## config.mk

```make
export PLATFORM = sky130hd
export DESIGN_NAME = sc_regshifter_player_lane
export DESIGN_NICKNAME = d
export VERILOG_FILES = /design/src/rtl/sc_player_pkg.sv /design/src/rtl/sc_player_repeat_gen.sv /design/src/rtl/sc_regshifter_player_lane.sv
export SDC_FILE = /design/constraint.sdc
export NUM_CORES = 1
export LEC_CHECK = 0
export BUFFER_PORTS_ARGS = -buffer_cell sky130_fd_sc_hd__buf_2
export CAP_MARGIN = 20
export CORE_UTILIZATION = 34
export DETAILED_ROUTE_END_ITERATION = 16
export GPL_TIMING_DRIVEN = 0
export SLEW_MARGIN = 5
export SYNTH_ARGS = -nofsm -noshare
export SYNTH_HDL_FRONTEND = slang
export SYNTH_SLANG_ARGS = --single-unit
export TNS_END_PERCENT = 20
```

## constraint.sdc

```tcl
create_clock -name SC_PlayerLane_CLOCK_50 -period 7.19 [get_ports SC_PlayerLane_CLOCK_50]
set_input_delay 2.157 -clock SC_PlayerLane_CLOCK_50 [delete_from_list [all_inputs] [get_ports SC_PlayerLane_CLOCK_50]]
set_output_delay 2.157 -clock SC_PlayerLane_CLOCK_50 [all_outputs]
set_load 0.01 [all_outputs]
```

## src/rtl/sc_player_pkg.sv

```systemverilog
// Shared encodings for the lane-based player position logic.
package sc_player_pkg;

   typedef enum logic [1:0] {
      IDLE   = 2'b00,
      ACTIVE = 2'b01,
      CRASH  = 2'b10
   } state_t;

   localparam logic [1:0] SEL_HOLD  = 2'b00;
   localparam logic [1:0] SEL_LEFT  = 2'b01;
   localparam logic [1:0] SEL_RIGHT = 2'b10;

   // True when the joystick code requests a move (01 or 10).
   function automatic logic is_dir(input logic [1:0] sel);
      return (sel == SEL_LEFT) || (sel == SEL_RIGHT);
   endfunction

endpackage

```

## src/rtl/sc_player_repeat_gen.sv

```systemverilog
// Hold-to-repeat generator: turns ticked joystick selections into move strobes.
// A new direction moves at once; a held direction repeats every REPEAT_TICKS ticks.
module sc_player_repeat_gen
   import sc_player_pkg::*;
#(
   parameter int REPEAT_TICKS = 4
) (
   input  logic       clk,
   input  logic       reset,
   input  logic       tick,
   input  logic [1:0] sel,
   input  logic       clear,
   output logic       move,
   output logic       move_left
);

   localparam int CW = $clog2(REPEAT_TICKS) + 1;
   localparam logic [CW-1:0] CNT_LAST = CW'(REPEAT_TICKS - 1);
   localparam logic [CW-1:0] CNT_ONE  = CW'(1);

   logic [1:0]    last_sel_r;
   logic [CW-1:0] cnt_r;

   // Decide whether this tick produces a move and in which direction.
   always_comb begin
      move      = 1'b0;
      move_left = (sel == SEL_LEFT);
      if (tick && is_dir(sel)) begin
         if (sel != last_sel_r) begin
            move = 1'b1;
         end else if (cnt_r == CNT_LAST) begin
            move = 1'b1;
         end else begin
            move = 1'b0;
         end
      end else begin
         move = 1'b0;
      end
   end

   // Remember the last ticked selection and count ticks since the last move.
   always_ff @(posedge clk) begin
      if (reset || clear) begin
         last_sel_r <= SEL_HOLD;
         cnt_r      <= '0;
      end else if (tick) begin
         last_sel_r <= sel;
         if (is_dir(sel) && !move) begin
            cnt_r <= cnt_r + CNT_ONE;
         end else begin
            cnt_r <= '0;
         end
      end else begin
         last_sel_r <= last_sel_r;
         cnt_r      <= cnt_r;
      end
   end

endmodule

```

## src/rtl/sc_regshifter_player_lane.sv

```systemverilog
// Player lane register: spawn, tick-gated saturating movement with auto-repeat,
// and a crash/respawn sequence that blinks the one-hot position.
module sc_regshifter_player_lane
   import sc_player_pkg::*;
#(
   parameter int DATAWIDTH    = 8,
   parameter int LANE_MIN     = 4,
   parameter int LANE_MAX     = 7,
   parameter int SPAWN_LANE   = 4,
   parameter int REPEAT_TICKS = 4,
   parameter int CRASH_TICKS  = 8
) (
   input  logic                         SC_PlayerLane_CLOCK_50,
   input  logic                         SC_PlayerLane_RESET_InHigh,
   input  logic                         SC_PlayerLane_tick_In,
   input  logic                         SC_PlayerLane_spawn_InLow,
   input  logic [1:0]                   SC_PlayerLane_shiftselection_In,
   input  logic                         SC_PlayerLane_crash_In,
   output logic [DATAWIDTH-1:0]         SC_PlayerLane_data_OutBUS,
   output logic [$clog2(DATAWIDTH)-1:0] SC_PlayerLane_lane_Out,
   output logic [1:0]                   SC_PlayerLane_state_Out,
   output logic                         SC_PlayerLane_atLeft_Out,
   output logic                         SC_PlayerLane_atRight_Out,
   output logic                         SC_PlayerLane_crash_Out
);

   localparam int LW  = $clog2(DATAWIDTH);
   localparam int CCW = $clog2(CRASH_TICKS) + 1;
   localparam logic [LW-1:0]        LANE_MIN_L   = LW'(LANE_MIN);
   localparam logic [LW-1:0]        LANE_MAX_L   = LW'(LANE_MAX);
   localparam logic [LW-1:0]        LANE_SPAWN_L = LW'(SPAWN_LANE);
   localparam logic [LW-1:0]        LANE_ONE     = LW'(1);
   localparam logic [CCW-1:0]       CCNT_LAST    = CCW'(CRASH_TICKS - 1);
   localparam logic [CCW-1:0]       CCNT_ONE     = CCW'(1);
   localparam logic [DATAWIDTH-1:0] BUS_ONE      = DATAWIDTH'(1);

   state_t         state_r, state_n;
   logic [LW-1:0]  lane_r, lane_n;
   logic [CCW-1:0] ccnt_r, ccnt_n;
   logic           blink_r, blink_n;
   logic           clear_s;
   logic           move_tick_s;
   logic           move_s;
   logic           move_left_s;
   logic [DATAWIDTH-1:0] bus_n;

   // Only a plain ACTIVE tick (no spawn, no crash) may advance the repeat logic.
   assign move_tick_s = SC_PlayerLane_tick_In && (state_r == ACTIVE) &&
                        SC_PlayerLane_spawn_InLow && !SC_PlayerLane_crash_In;

   sc_player_repeat_gen #(
      .REPEAT_TICKS(REPEAT_TICKS)
   ) u_repeat (
      .clk       (SC_PlayerLane_CLOCK_50),
      .reset     (SC_PlayerLane_RESET_InHigh),
      .tick      (move_tick_s),
      .sel       (SC_PlayerLane_shiftselection_In),
      .clear     (clear_s),
      .move      (move_s),
      .move_left (move_left_s)
   );

   // Next-state logic with priority spawn > crash > tick-move.
   always_comb begin
      state_n = state_r;
      lane_n  = lane_r;
      ccnt_n  = ccnt_r;
      blink_n = blink_r;
      clear_s = 1'b0;
      if (!SC_PlayerLane_spawn_InLow) begin
         state_n = ACTIVE;
         lane_n  = LANE_SPAWN_L;
         ccnt_n  = '0;
         blink_n = 1'b0;
         clear_s = 1'b1;
      end else begin
         case (state_r)
            IDLE: begin
               state_n = IDLE;
            end
            ACTIVE: begin
               if (SC_PlayerLane_crash_In) begin
                  state_n = CRASH;
                  ccnt_n  = '0;
                  blink_n = 1'b0;
               end else if (move_s) begin
                  if (move_left_s) begin
                     if (lane_r < LANE_MAX_L) begin
                        lane_n = lane_r + LANE_ONE;
                     end else begin
                        lane_n = lane_r;
                     end
                  end else begin
                     if (lane_r > LANE_MIN_L) begin
                        lane_n = lane_r - LANE_ONE;
                     end else begin
                        lane_n = lane_r;
                     end
                  end
               end else begin
                  lane_n = lane_r;
               end
            end
            CRASH: begin
               if (SC_PlayerLane_tick_In) begin
                  if (ccnt_r == CCNT_LAST) begin
                     state_n = ACTIVE;
                     lane_n  = LANE_SPAWN_L;
                     ccnt_n  = '0;
                     blink_n = 1'b0;
                     clear_s = 1'b1;
                  end else begin
                     blink_n = ~blink_r;
                     ccnt_n  = ccnt_r + CCNT_ONE;
                  end
               end else begin
                  ccnt_n = ccnt_r;
               end
            end
            default: begin
               state_n = IDLE;
            end
         endcase
      end
   end

   // Decode the next visible bus: shown when ACTIVE or during the lit half of a blink.
   always_comb begin
      bus_n = '0;
      if ((state_n == ACTIVE) || ((state_n == CRASH) && blink_n)) begin
         bus_n = BUS_ONE << lane_n;
      end else begin
         bus_n = '0;
      end
   end

   // State registers and registered outputs.
   always_ff @(posedge SC_PlayerLane_CLOCK_50) begin
      if (SC_PlayerLane_RESET_InHigh) begin
         state_r                   <= IDLE;
         lane_r                    <= '0;
         ccnt_r                    <= '0;
         blink_r                   <= 1'b0;
         SC_PlayerLane_data_OutBUS <= '0;
         SC_PlayerLane_atLeft_Out  <= 1'b0;
         SC_PlayerLane_atRight_Out <= 1'b0;
         SC_PlayerLane_crash_Out   <= 1'b0;
      end else begin
         state_r                   <= state_n;
         lane_r                    <= lane_n;
         ccnt_r                    <= ccnt_n;
         blink_r                   <= blink_n;
         SC_PlayerLane_data_OutBUS <= bus_n;
         SC_PlayerLane_atLeft_Out  <= (state_n == ACTIVE) && (lane_n == LANE_MAX_L);
         SC_PlayerLane_atRight_Out <= (state_n == ACTIVE) && (lane_n == LANE_MIN_L);
         SC_PlayerLane_crash_Out   <= (state_n == CRASH);
      end
   end

   assign SC_PlayerLane_lane_Out  = lane_r;
   assign SC_PlayerLane_state_Out = state_r;

endmodule

```

==> impl_metrics.ini <==
[sta]
tns_ps = 0
fmax_mhz = 266
finalHoldViolCount = 0
finalCritPeriodShare = 0.524
hold_slack_ps = 479
setup_violations = 0
worst_slack_ps = 3420
relSlewSlack = 0.691
slew_viol_final = 0
min_period_ps = 3770
fin_worst_skew_ps = 4.44
worst_pin_slew_ps = 461
rsz0062_at_grt = no

[synth]
async_flop_share = 0
yosysSeqAreaShare = 0.377
synth_top_family_by_area = simple AND/OR/NAND/NOR gates
synth-edff-count = 0
synth_xor_area_frac = 0.0127
yosys_warnings = 0
synth-seq-cells = 26
syn_nets = 183
synth_ff_type = dfxtp_1
synth_cells = 167
synth_compound_area_frac = 0.193
synthMuxAreaShare = 0.00726
yosys.area_share.simple = 0.263
synth_fa_ha_area_frac = 0.0817
ys_types = 42
synth_area_um2 = 1380
syn_area_per_cell_um2 = 8.26

[cts]
post_cts_resized = 0
cts_tree = yes
numCtsBuffers = 3
htreeDepth = 1
cts_hold_buf = 0
clkTransAtPathRegs_ps = 90
cts_buffer_depth = 2
cts-root-buf = clkbuf_8
cts_setup_buffers = 0
clk_latency_ps = 280
cts.sinks = 26

[floorplan]
start_util = 0.366
ioPinCount = 23
die_h_um = 65.7
die_x_um = 65.7
die_area_um2 = 4310
num_rows = 22
core_area_um2 = 3770

[placement]
port_buffers = 20
gp_congestion = 0.783
dpl.hpwl_um = 2050
place_ws_ps = 3120

[detailed_routing]
drcViolationCount = 0
ant_nets = 0
wl_per_cell_um = 11.3
via_per_inst = 5.01
num_vias = 1198
dr.pass1.iters = 4
drt_wl_total_um = 2710
drt_iter0_markers = 40

[cells_and_area]
num-fill-cells = 396
drive_gt1_frac = 0.188
final_cell_mix = nor2_1, dfxtp_1, buf_2, nand2_1, inv_1
regArea_um2 = 520
finalNetCount = 208
areaGrowthSynthToFinish_pct = 16.8
diodes = 0
multi_input_area_um2 = 769
final_common_cell = nor2_1

[job]
maxCapViolCount = 0

[setup_path]
end_kind = register
critPathKind = in -> reg
worst_path_max_delay_cell = a211oi_1
crit_path_max_fanout = 5
cpLargestDelayFamily = compound AO/OA/AOI/OAI gates
startpoint_type = input port
crit_chain = buf_2, inv_1, ha_1, or2_2, a21oi_1, a221oi_1, a211oi_1, o21ai_0, nor2_1
slowest_delay_ps = 450
critPathRequiredTime_ps = 7410
path_buf_inv = 2
arrival_ps = 3980

[min_path]
min_path_type = reg -> reg

[power_and_ir_drop]
total_leakage_power_nw = 0.732
p_total_mw = 0.294
peakVddDrop_mv = 0.0927
power.density_nw_per_um2 = 183

[grt]
overflow = 0
grt_pass1_vias = 1055
grt_max_degree = 16
antenna_found_initial = 0
grtUsageTotal = 0.142
grt_pass1_wl_um = 4690

[status]
status = completed
-- cells in the mapped netlist (3+ instances only) --
master / n / area, um^2
nand3_1: 4 / 20.0
nor2_1: 27 / 101
nor3_1: 4 / 20.0
nand2_1: 16 / 60.1
nor2b_1: 4 / 25.0
ha_1: 9 / 113
a211oi_1: 3 / 22.5
buf_4: 3 / 22.5
a21oi_1: 12 / 60.1
dfxtp_1: 26 / 521
or3_1: 3 / 18.8
inv_1: 13 / 48.8
o21ai_0: 7 / 35.0
-- per-layer routing --
metal,routed length (um),vias up,global-route usage
met2,1200,21,0.222
met3,101,5,0.0313
met1,1360,549,0.185
met5,0,-,0
li1,-,623,-
met4,52,0,0.0652
-- power by group --
| part | internal (mW) | total (mW) | leakage (nW) | switching, mW |
|---|---|---|---|---|
| logic | 0.00970 | 0.0246 | 0.486 | 0.0149 |
| clock network | 0.0746 | 0.123 | 0.0357 | 0.0480 |
| registers | 0.146 | 0.147 | 0.210 | 0.00162 |
| total | 0.230 | 0.294 | 0.732 | 0.0645 |
-- worst min-delay path, cell delays in order, from the launching register on --
cell and delay (ps):
dfxtp_1 330, nand2_1 60, a21oi_1 50
-- area by class of cell --
cell class                 instances  area share
buffer                             5      0.0249
clock buffer                       3      0.0256
clock inverter                     1      0.0186
inverter                          13      0.0303
multi-input combinational        123       0.478
sequential                        26       0.323
tap                               48      0.0373
timing repair buffer              20      0.0622
-- logic make-up after synthesis --
kind of cell	count (synthesis)
AOI/OAI and AO/OA	38
xor gates and xnor gates	2
adders and majority gates	9
buffers and inverters	18
DFF	26
muxes	1
and+or+nand+nor	73
-- sequential cells by signal, summed over array words and instances (netlist names) --
signal                     count
SC_PlayerLane_atLeft_Out       1
SC_PlayerLane_atRight_Out      1
SC_PlayerLane_crash_Out        1
SC_PlayerLane_data_OutBUS      8
SC_PlayerLane_lane_Out         3
SC_PlayerLane_state_Out        2
blink_r                        1
ccnt_r                         4
u_repeat.cnt_r                 3
u_repeat.last_sel_r            2
-- per-stage QoR --
stage	area [um^2]	std cells	utilization
after floorplan	1380	167	-
after global placement	1540	235	0.408
after detailed placement	1540	235	0.408
after CTS	1610	239	0.427
after global routing	1610	239	0.427
final	1610	239	0.427
-- path summary, 6_finish.rpt --
kind                                        start                                      end  slack (ps)  depth (start not counted)
max            SC_PlayerLane_shiftselection_In[1]  SC_PlayerLane_data_OutBUS[2]$_SDFF_PP0_        3420                          9
min           u_repeat.last_sel_r[1]$_SDFFE_PP0P_      u_repeat.last_sel_r[1]$_SDFFE_PP0P_         480                          2
max reg2reg  SC_PlayerLane_lane_Out[0]$_SDFF_PP0_  SC_PlayerLane_data_OutBUS[2]$_SDFF_PP0_        4840                         10
min reg2reg   u_repeat.last_sel_r[1]$_SDFFE_PP0P_      u_repeat.last_sel_r[1]$_SDFFE_PP0P_         480                          2
Power figures use the tool's default switching activity.
